===== src/rtl/dp_controller.sv =====
// rtl/dp_controller.sv - multi-cycle control FSM for ARM data-processing instructions
module dp_controller #(
  parameter bit COND_EN = 1'b1
) (
  input  logic        clk,
  input  logic        rst_n,
  input  logic [31:0] instr,
  input  logic        instr_valid,
  output logic        instr_ready,
  input  logic [31:0] status_in,
  output logic        done,
  output logic        skipped,
  output logic        illegal,
  output logic        wb_sel,
  output logic [3:0]  w_addr,
  output logic [3:0]  A_addr,
  output logic [3:0]  B_addr,
  output logic [3:0]  shift_addr,
  output logic        w_en,
  output logic        en_A,
  output logic        en_B,
  output logic        en_S,
  output logic        en_C,
  output logic        en_status,
  output logic [1:0]  shift_op,
  output logic [31:0] shift_imme,
  output logic        sel_shift,
  output logic        sel_A,
  output logic        sel_B,
  output logic [31:0] imme_data,
  output logic [2:0]  ALU_op
);

  typedef enum logic [1:0] {IDLE, LOAD, EXEC, WB} state_t;

  state_t      state, state_nx;
  logic [31:0] ir;
  logic [3:0]  cond;
  logic [3:0]  opcode;
  logic        flag_n, flag_z, flag_c, flag_v;
  logic        cond_pass;
  logic        op_ok, is_mov, is_cmp_tst;
  logic [2:0]  alu_dec;
  logic        illegal_enc;
  logic        busy;
  logic [31:0] imm8;
  logic [4:0]  rot_amt;
  logic        unused_bits;

  // With condition evaluation disabled every instruction behaves as AL.
  assign cond    = COND_EN ? ir[31:28] : 4'hE;
  assign opcode  = ir[24:21];
  assign {flag_n, flag_z, flag_c, flag_v} = status_in[31:28];
  assign unused_bits = ^{status_in[27:0], ir[31:28]};
  assign busy    = (state != IDLE);

  // Register fields come straight from the latched word, stable LOAD..WB.
  assign A_addr     = ir[19:16];
  assign w_addr     = ir[15:12];
  assign shift_addr = ir[11:8];
  assign B_addr     = ir[3:0];
  assign shift_op   = ir[6:5];
  assign shift_imme = {27'h0, ir[11:7]};
  assign wb_sel     = 1'b0;

  // Rotated immediate: imm8 rotated right by twice the 4-bit rotate field.
  assign imm8      = {24'h0, ir[7:0]};
  assign rot_amt   = {ir[11:8], 1'b0};
  assign imme_data = (imm8 >> rot_amt) | (imm8 << (6'd32 - {1'b0, rot_amt}));

  // Selects and ALU op are held at reset values while idle.
  assign sel_B     = busy & ir[25];
  assign sel_shift = busy & ~ir[25] & ir[4];
  assign sel_A     = busy & is_mov;
  assign ALU_op    = busy ? alu_dec : 3'b000;

  // Operand-2 register-shift with bit 7 set is not a data-processing encoding.
  assign illegal_enc = (ir[27:26] != 2'b00) || !op_ok ||
                       (!ir[25] && ir[4] && ir[7]) || (cond == 4'hF);

  // State register and instruction latch; the word is captured on the handshake.
  always_ff @(posedge clk or negedge rst_n) begin
    if (!rst_n) begin
      state <= IDLE;
      ir    <= 32'h0;
    end else begin
      state <= state_nx;
      if (state == IDLE && instr_valid) ir <= instr;
    end
  end

  // Condition-code evaluation against the sampled NZCV flags.
  always_comb begin
    cond_pass = 1'b0;
    case (cond)
      4'h0: cond_pass = flag_z;
      4'h1: cond_pass = !flag_z;
      4'h2: cond_pass = flag_c;
      4'h3: cond_pass = !flag_c;
      4'h4: cond_pass = flag_n;
      4'h5: cond_pass = !flag_n;
      4'h6: cond_pass = flag_v;
      4'h7: cond_pass = !flag_v;
      4'h8: cond_pass = flag_c && !flag_z;
      4'h9: cond_pass = !flag_c || flag_z;
      4'hA: cond_pass = (flag_n == flag_v);
      4'hB: cond_pass = (flag_n != flag_v);
      4'hC: cond_pass = !flag_z && (flag_n == flag_v);
      4'hD: cond_pass = flag_z || (flag_n != flag_v);
      4'hE: cond_pass = 1'b1;
      default: cond_pass = 1'b0;
    endcase
  end

  // Opcode to ALU operation; anything unlisted is flagged illegal.
  always_comb begin
    op_ok      = 1'b1;
    is_mov     = 1'b0;
    is_cmp_tst = 1'b0;
    alu_dec    = 3'b000;
    case (opcode)
      4'b0100: alu_dec = 3'b000;
      4'b0010: alu_dec = 3'b001;
      4'b1010: begin alu_dec = 3'b001; is_cmp_tst = 1'b1; end
      4'b0000: alu_dec = 3'b010;
      4'b1000: begin alu_dec = 3'b010; is_cmp_tst = 1'b1; end
      4'b1100: alu_dec = 3'b011;
      4'b0001: alu_dec = 3'b100;
      4'b1101: begin alu_dec = 3'b000; is_mov = 1'b1; end
      default: op_ok = 1'b0;
    endcase
  end

  // Next-state and per-state datapath enables; each enable lives in one state.
  always_comb begin
    state_nx    = state;
    instr_ready = 1'b0;
    done        = 1'b0;
    skipped     = 1'b0;
    illegal     = 1'b0;
    en_A        = 1'b0;
    en_B        = 1'b0;
    en_S        = 1'b0;
    en_C        = 1'b0;
    en_status   = 1'b0;
    w_en        = 1'b0;
    case (state)
      IDLE: begin
        instr_ready = 1'b1;
        if (instr_valid) state_nx = LOAD;
      end
      LOAD: begin
        if (illegal_enc) begin
          done     = 1'b1;
          illegal  = 1'b1;
          state_nx = IDLE;
        end else if (!cond_pass) begin
          done     = 1'b1;
          skipped  = 1'b1;
          state_nx = IDLE;
        end else begin
          en_A     = 1'b1;
          en_B     = 1'b1;
          en_S     = 1'b1;
          state_nx = EXEC;
        end
      end
      EXEC: begin
        en_C      = 1'b1;
        en_status = ir[20] | is_cmp_tst;
        state_nx  = WB;
      end
      WB: begin
        w_en     = !is_cmp_tst;
        done     = 1'b1;
        state_nx = IDLE;
      end
      default: state_nx = IDLE;
    endcase
  end

endmodule


===== config.mk =====
export PLATFORM = sky130hd
export DESIGN_NAME = dp_controller
export DESIGN_NICKNAME = d
export VERILOG_FILES = /design/src/rtl/dp_controller.sv
export SDC_FILE = /design/constraint.sdc
export NUM_CORES = 1
export LEC_CHECK = 0
export CAP_MARGIN = 20
export CORE_ASPECT_RATIO = 0.7
export CORE_UTILIZATION = 34
export DETAILED_ROUTE_END_ITERATION = 7
export GPL_TIMING_DRIVEN = 0
export PLACE_DENSITY = 0.89
export REMOVE_ABC_BUFFERS = 1
export SYNTH_ARGS = -nofsm -noshare
export SYNTH_HDL_FRONTEND = slang
export SYNTH_SLANG_ARGS = --single-unit
export TNS_END_PERCENT = 100

===== constraint.sdc =====
create_clock -name clk -period 2.2 [get_ports clk]
set_input_delay 0.44 -clock clk [delete_from_list [all_inputs] [get_ports clk]]
set_output_delay 0.44 -clock clk [all_outputs]
set_load 0.03 [all_outputs]

==> results of run 1 <==
[state kept, by name, indices dropped and copies added (netlist names), named ones only]
name   count
ir        32
state      1
[layer usage]
metal / share of wire (%) / track usage [%] / vias to the layer above
met2: 50 / 34.15 / 166
li1: - / - / 1295
met5: 0 / 0 / -
met4: 2.6 / 3.467 / 0
met1: 41 / 28.05 / 1405
met3: 7.3 / 3.997 / 24
[worst max-delay path by stage]
stage / end / start / slack, ns / depth (start not counted)
floorplan: imme_data[30] / ir[8] / -1.22 / 6
global placement: imme_data[24] / ir[8] / -1.59 / 8
detailed placement: imme_data[24] / ir[8] / -1.65 / 8
CTS: imme_data[9] / ir[8] / -0.27 / 8
global route: imme_data[25] / ir[8] / -0.44 / 8
finish: imme_data[25] / ir[8] / -0.41 / 8
[synthesized netlist by cell type (all sizes together)]
cell	n
or3	1
and4	1
nand2b	5
nand3b	2
and3	1
ha	1
dfrtp	34
o22a	2
mux2i	7
o21bai	1
nand4	2
and4b	1
o32a	1
clkbuf	3
inv	10
a22oi	2
xnor2	2
a2111oi	3
nor3	9
buf	67
o22ai	8
a211oi	2
mux2	30
nand3	3
and2	2
nor3b	4
conb	1
nor4	2
o32ai	2
nand4b	1
a21oi	11
nor2	44
xor2	2
o211a	1
o21ai	18
nor2b	6
a31oi	5
a2bb2oi	1
o31a	1
or2	1
a32oi	1
nand2	26
[worst reg2reg max path: stages, from the launching register on]
cell,delay [ns]
dfrtp_1,0.48
nor2_4,0.23
and2_2,0.77
mux2_1,0.41
[area by class of cell]
type,instances,area share [%]
multi-input cells,241,42.43
repair buffers,156,31.65
flip-flops and latches,34,19.11
clock buffers,7,3.134
well taps,98,2.695
inverters,10,0.8798
clock inverters,1,0.1100
[per-stage QoR]
step | area [um2] | utilization, % | instances
2_1_floorplan | 2344 | - | 284
3_3_place_gp | 3557 | 47.13 | 491
3_5_place_dp | 3553 | 47.08 | 491
4_1_cts | 4106 | 54.41 | 524
6_report | 4551 | 60.30 | 547
5_1_grt | 4551 | 60.30 | 547
[repair_timing]
| item | 4_1_cts | 5_1_grt |
|---|---|---|
| cloned | 0 | 1 |
| resized for setup | 332 | 61 |
| setup buffers | 25 | 22 |
| endpoints found under the setup margin | 75 | 49 |
| pin swaps | 24 | 22 |
[cell families after synthesis]
logic type      count (synthesis)  share of synthesized area [%]
fa+ha+maj                       1                         0.4568
simple gates                  111                          19.10
flops                          34                          31.06
xor+xnor                        4                          1.279
compound gates                 59                          13.57
mux                            37                          14.89
buf+inv                        80                          19.51
other cells                     1                         0.1369
==> results.py, run 1 <==
metrics = {
    "clock_network": {
        "htreeDepth": 2,
        "clockBufferDepth": 2,
        "clock_latency_ns": 0.27,
        "cts_made_buffers": 5,
        "cts.sinks": 34,
        "ctsHoldBuffers": 0,
        "clkTransAtPathRegs_ns": 0.06,
        "tritoncts": "yes",
        "cts-root-buf": "clkbuf_16",
    },
    "drt": {
        "routed_via_density": 5.283,
        "first_pass_iters": 4,
        "drt-initial-drc-count": 302,
        "drc": 0,
        "wire_per_inst_um": 17.56,
        "postRouteAntennaNets": 0,
        "wirelength_um": 9606,
        "vias": 2890,
    },
    "worst_setup_path": {
        "crit_slowest_cell": "dfrtp_4",
        "end_kind": "output pin",
        "path_delay_family": "flip-flops",
        "reg2reg_from": "state[0]",
        "crit_top_cell": "nor2_1",
        "r2r_end": "ir[12]",
        "required_ns": 1.76,
        "max_stage_delay_ns": 0.44,
        "worstRegToRegCells": 3,
        "path_buf_inv": 2,
        "cp_max_fo": 6,
        "critPathLaunchType": "flip-flop",
        "worstPathArrival_ns": 2.17,
        "crit_type": "flip-flop to output pin",
        "path_cells": "inv_4 -> ha_4 -> mux2_4 -> a22oi_2 -> nor2_1 -> nor2_1 -> nor2_1 -> buf_4",
        "r2r_slack_ns": 0.20,
    },
    "finish": {
        "layout.area.seq_um2": 869.6,
        "fillers": 615,
        "drive_gt1_share_pct": 39.64,
        "multi_input_area_um2": 1931,
        "layout_commonest_cell": "buf_4",
        "layout_common_cells": "buf_4 (58), clkdlybuf4s50_1 (55), nor2_1 (36)",
        "syn_to_final_growth_pct": 66.15,
        "finalNetCount": 516,
        "diodes": 0,
    },
    "timing": {
        "relSlewSlack_pct": 40.29,
        "holdWs_ns": 0.2540,
        "skew_ns": 0.004848,
        "finalCritPeriodShare_pct": 118.8,
        "clock.fmax_ghz": 0.3827,
        "hold_viol_final": 0,
        "layout_setup_ws_ns": -0.4128,
        "final_max_slew_viol_count": 0,
        "setup_tns_ns": -7.971,
        "min_period_ns": 2.613,
        "rsz0062_at_grt": "true",
        "setup_viol": 38,
        "tightest_slew_ns": 0.8956,
    },
    "die": {
        "die_h_um": 77.09,
        "core_area_um2": 7547,
        "dieArea_um2": 8424,
        "die_x_um": 109.3,
        "ioPinCount": 166,
        "rows": 26,
        "start_util_pct": 36.29,
    },
    "outcome": {
        "violations": "setup timing",
        "status": "finished with violations",
    },
    "global_route": {
        "grt_pass1_wl_um": 13630,
        "groute.usage.overall_pct": 20.64,
        "antenna_found_initial": 0,
        "grt_pass1_vias": 2571,
        "overflow": 0,
        "grt_max_degree": 40,
    },
    "logic_synthesis": {
        "synth_top_area_share_pct": 31.06,
        "post-synth-top-area-cell": "dfrtp_1",
        "synth.distinct_cells": 47,
        "avgSynthCellArea_um2": 8.376,
        "ys_seq_area_share_pct": 31.06,
        "syn_inst": 327,
        "synth_area_leaders": "dfrtp_1 (31%), buf_4 (15%), mux2_1 (11%)",
        "synth.yosys.warnings": 0,
        "ys_ff_latch": 34,
        "synth.cell_area_um2": 2739,
    },
    "placed_design": {
        "dp_slack_ns": -1.651,
        "dpl.hpwl_um": 5631,
        "io_buffers": 109,
        "place.gp.congestion": 0.9122,
    },
    "worst_hold_path": {
        "hold_class": "input port to async pin",
    },
    "flow_run": {
        "maxCapViolCount": 0,
    },
}
Power of run 1 is left out: the tool's default activity adds up to more than one toggle a clock period on the data nets, which glitch-free logic cannot reach.
==> run 2, diff against run 1 <==
--- a/config.mk
+++ b/config.mk
@@ -7,8 +7,10 @@
 export LEC_CHECK = 0
 export CAP_MARGIN = 20
 export CORE_ASPECT_RATIO = 0.7
+export CORE_MARGIN = 2
 export CORE_UTILIZATION = 34
 export DETAILED_ROUTE_END_ITERATION = 7
+export GPL_ROUTABILITY_DRIVEN = 1
 export GPL_TIMING_DRIVEN = 0
 export PLACE_DENSITY = 0.89
 export REMOVE_ABC_BUFFERS = 1
==> run 2 against run 1 <==
Highest routed layer unchanged; wire length fell by 5.7%; die area rose by 4.5%; the flow still finishes with violations (setup timing); largest cell class unchanged; first-iteration DRC count fell by 55%.
==> results.py, run 2 (synthesis gave the netlist of run 1 again) <==
metrics = {
    "outcome": {
        "status": "finished with violations",
        "violations": "setup timing",
    },
    "clock_network": {
        "clockBufferDepth": 2,
        "cts.sinks": 34,
        "tritoncts": "yes",
        "htreeDepth": 2,
        "cts_made_buffers": 5,
        "clkTransAtPathRegs_ns": 0.05,
        "clock_latency_ns": 0.27,
        "cts-root-buf": "clkbuf_16",
    },
    "timing": {
        "finalCritPeriodShare_pct": 118.1,
        "rsz0062_at_grt": "true",
        "setup_viol": 38,
        "skew_ns": 0.004643,
        "clock.fmax_ghz": 0.3850,
        "setup_tns_ns": -7.342,
        "final_max_slew_viol_count": 0,
        "hold_viol_final": 0,
        "tightest_slew_ns": 0.8648,
        "layout_setup_ws_ns": -0.3972,
        "holdWs_ns": 0.2517,
        "min_period_ns": 2.597,
        "relSlewSlack_pct": 42.35,
    },
    "worst_hold_path": {
        "hold_class": "input port to async pin",
    },
    "finish": {
        "fin_util_pct": 56.71,
        "top_regs": "ir: 32 flops, state: 1 flops",
        "largest_reg_flops": 32,
        "layout_common_cells": "buf_4 (62), clkdlybuf4s50_1 (56), nor2_1 (39)",
        "diodes": 0,
        "finalNetCount": 516,
        "syn_to_final_growth_pct": 62.27,
        "top_register": "ir",
        "drive_gt1_share_pct": 38.84,
        "design_area_um2": 4444,
        "layout_commonest_cell": "buf_4",
    },
    "worst_setup_path": {
        "crit_type": "flip-flop to output pin",
        "worstPathArrival_ns": 2.16,
        "startpoint": "ir[8]",
        "r2r_end": "ir[18]",
        "critPathLaunchType": "flip-flop",
        "r2r_slack_ns": 0.27,
        "cp_max_fo": 6,
        "end_kind": "output pin",
        "reg2reg_from": "state[0]",
        "required_ns": 1.76,
        "crit_end": "imme_data[18]",
        "worstRegToRegCells": 3,
    },
    "global_route": {
        "groute.usage.overall_pct": 18.75,
        "overflow": 0,
        "grt_pass1_wl_um": 13390,
        "antenna_found_initial": 0,
        "grt_pass1_vias": 2662,
        "grt_max_degree": 40,
    },
    "drt": {
        "wirelength_um": 9057,
        "first_pass_iters": 4,
        "postRouteAntennaNets": 0,
        "drt-initial-drc-count": 137,
        "routed_via_density": 5.153,
        "vias": 2829,
        "drc": 0,
        "wire_per_inst_um": 16.50,
    },
    "die": {
        "rows": 27,
        "dieArea_um2": 8801,
        "die_h_um": 79.09,
        "core_area_um2": 7838,
        "die_x_um": 111.3,
        "ioPinCount": 166,
        "start_util_pct": 34.95,
    },
    "placed_design": {
        "place.gp.congestion": 0.8945,
        "dpl-instance-area_um2": 3557,
        "io_buffers": 109,
        "dpl.hpwl_um": 5573,
    },
    "flow_run": {
        "maxCapViolCount": 0,
    },
}
## run 2: changes by cell type in the layout (fill, tap and decap cells not counted), sizes merged
cell,delta
dlygate4sd1,-1
dlymetal6s2s,-4
clkdlybuf4s15,+1
clkbuf,-1
clkdlybuf4s50,+1
buf,-1
dlygate4sd2,+3
clkinv,+1
## run 2: layout make-up
cell class	count	area [um2]
Fill cell	679	3393
Multi-Input combinational cell	241	1863
Timing Repair Buffer	156	1406
Sequential cell	34	873.3
Tap cell	101	126.4
Clock buffer	5	125.1
Inverter	10	40.04
Clock inverter	2	10.01
## run 2: worst min-delay path by stage
stage                     startpoint        end  slack, ns  cells past startpoint
after global placement        ir[19]     ir[19]       0.47                      1
after detailed placement      ir[20]     ir[20]       0.48                      1
after global routing           rst_n     ir[29]       0.33                      1
after floorplan                rst_n  async pin       0.14                      0
final                          rst_n     ir[29]       0.25                      1
after CTS                      rst_n     ir[18]       0.28                      1
## run 2: worst max-delay path, stage by stage, from the launching register on
cell and delay, ns:
dfrtp_4 0.49, buf_4 0.15, buf_4 0.13, nor2_4 0.18
xnor2_2 0.08, nor3_2 0.16, a31oi_2 0.08, buf_6 0.16
buf_4 0.13, o22ai_2 0.16, buf_6 0.16
## run 2: metrics by stage
step | worst slack [ns] | std cells
floorplan | -1.220 | 284
global placement | -1.588 | 494
detailed placement | -1.627 | 494
CTS | -0.2713 | 533
global route | -0.4294 | 549
finish | -0.3972 | 549
## run 2: metal layers
layer  up-vias  global-route usage [%]  wire, um
li1       1302                       -         -
met3        16                   4.962       766
met2       132                   31.34      4489
met4         0                   3.827       126
met5         -                       0         0
met1      1379                   24.70      3674
## run 2: repair_timing
item                                    CTS  global route
gates cloned                              0             1
endpoints found under the setup margin   75            68
buffers inserted                         32            16
hold buffers                              0             0
resized for setup                       313            70
pin swaps                                19            24
Power of run 2 is left out for the same reason.
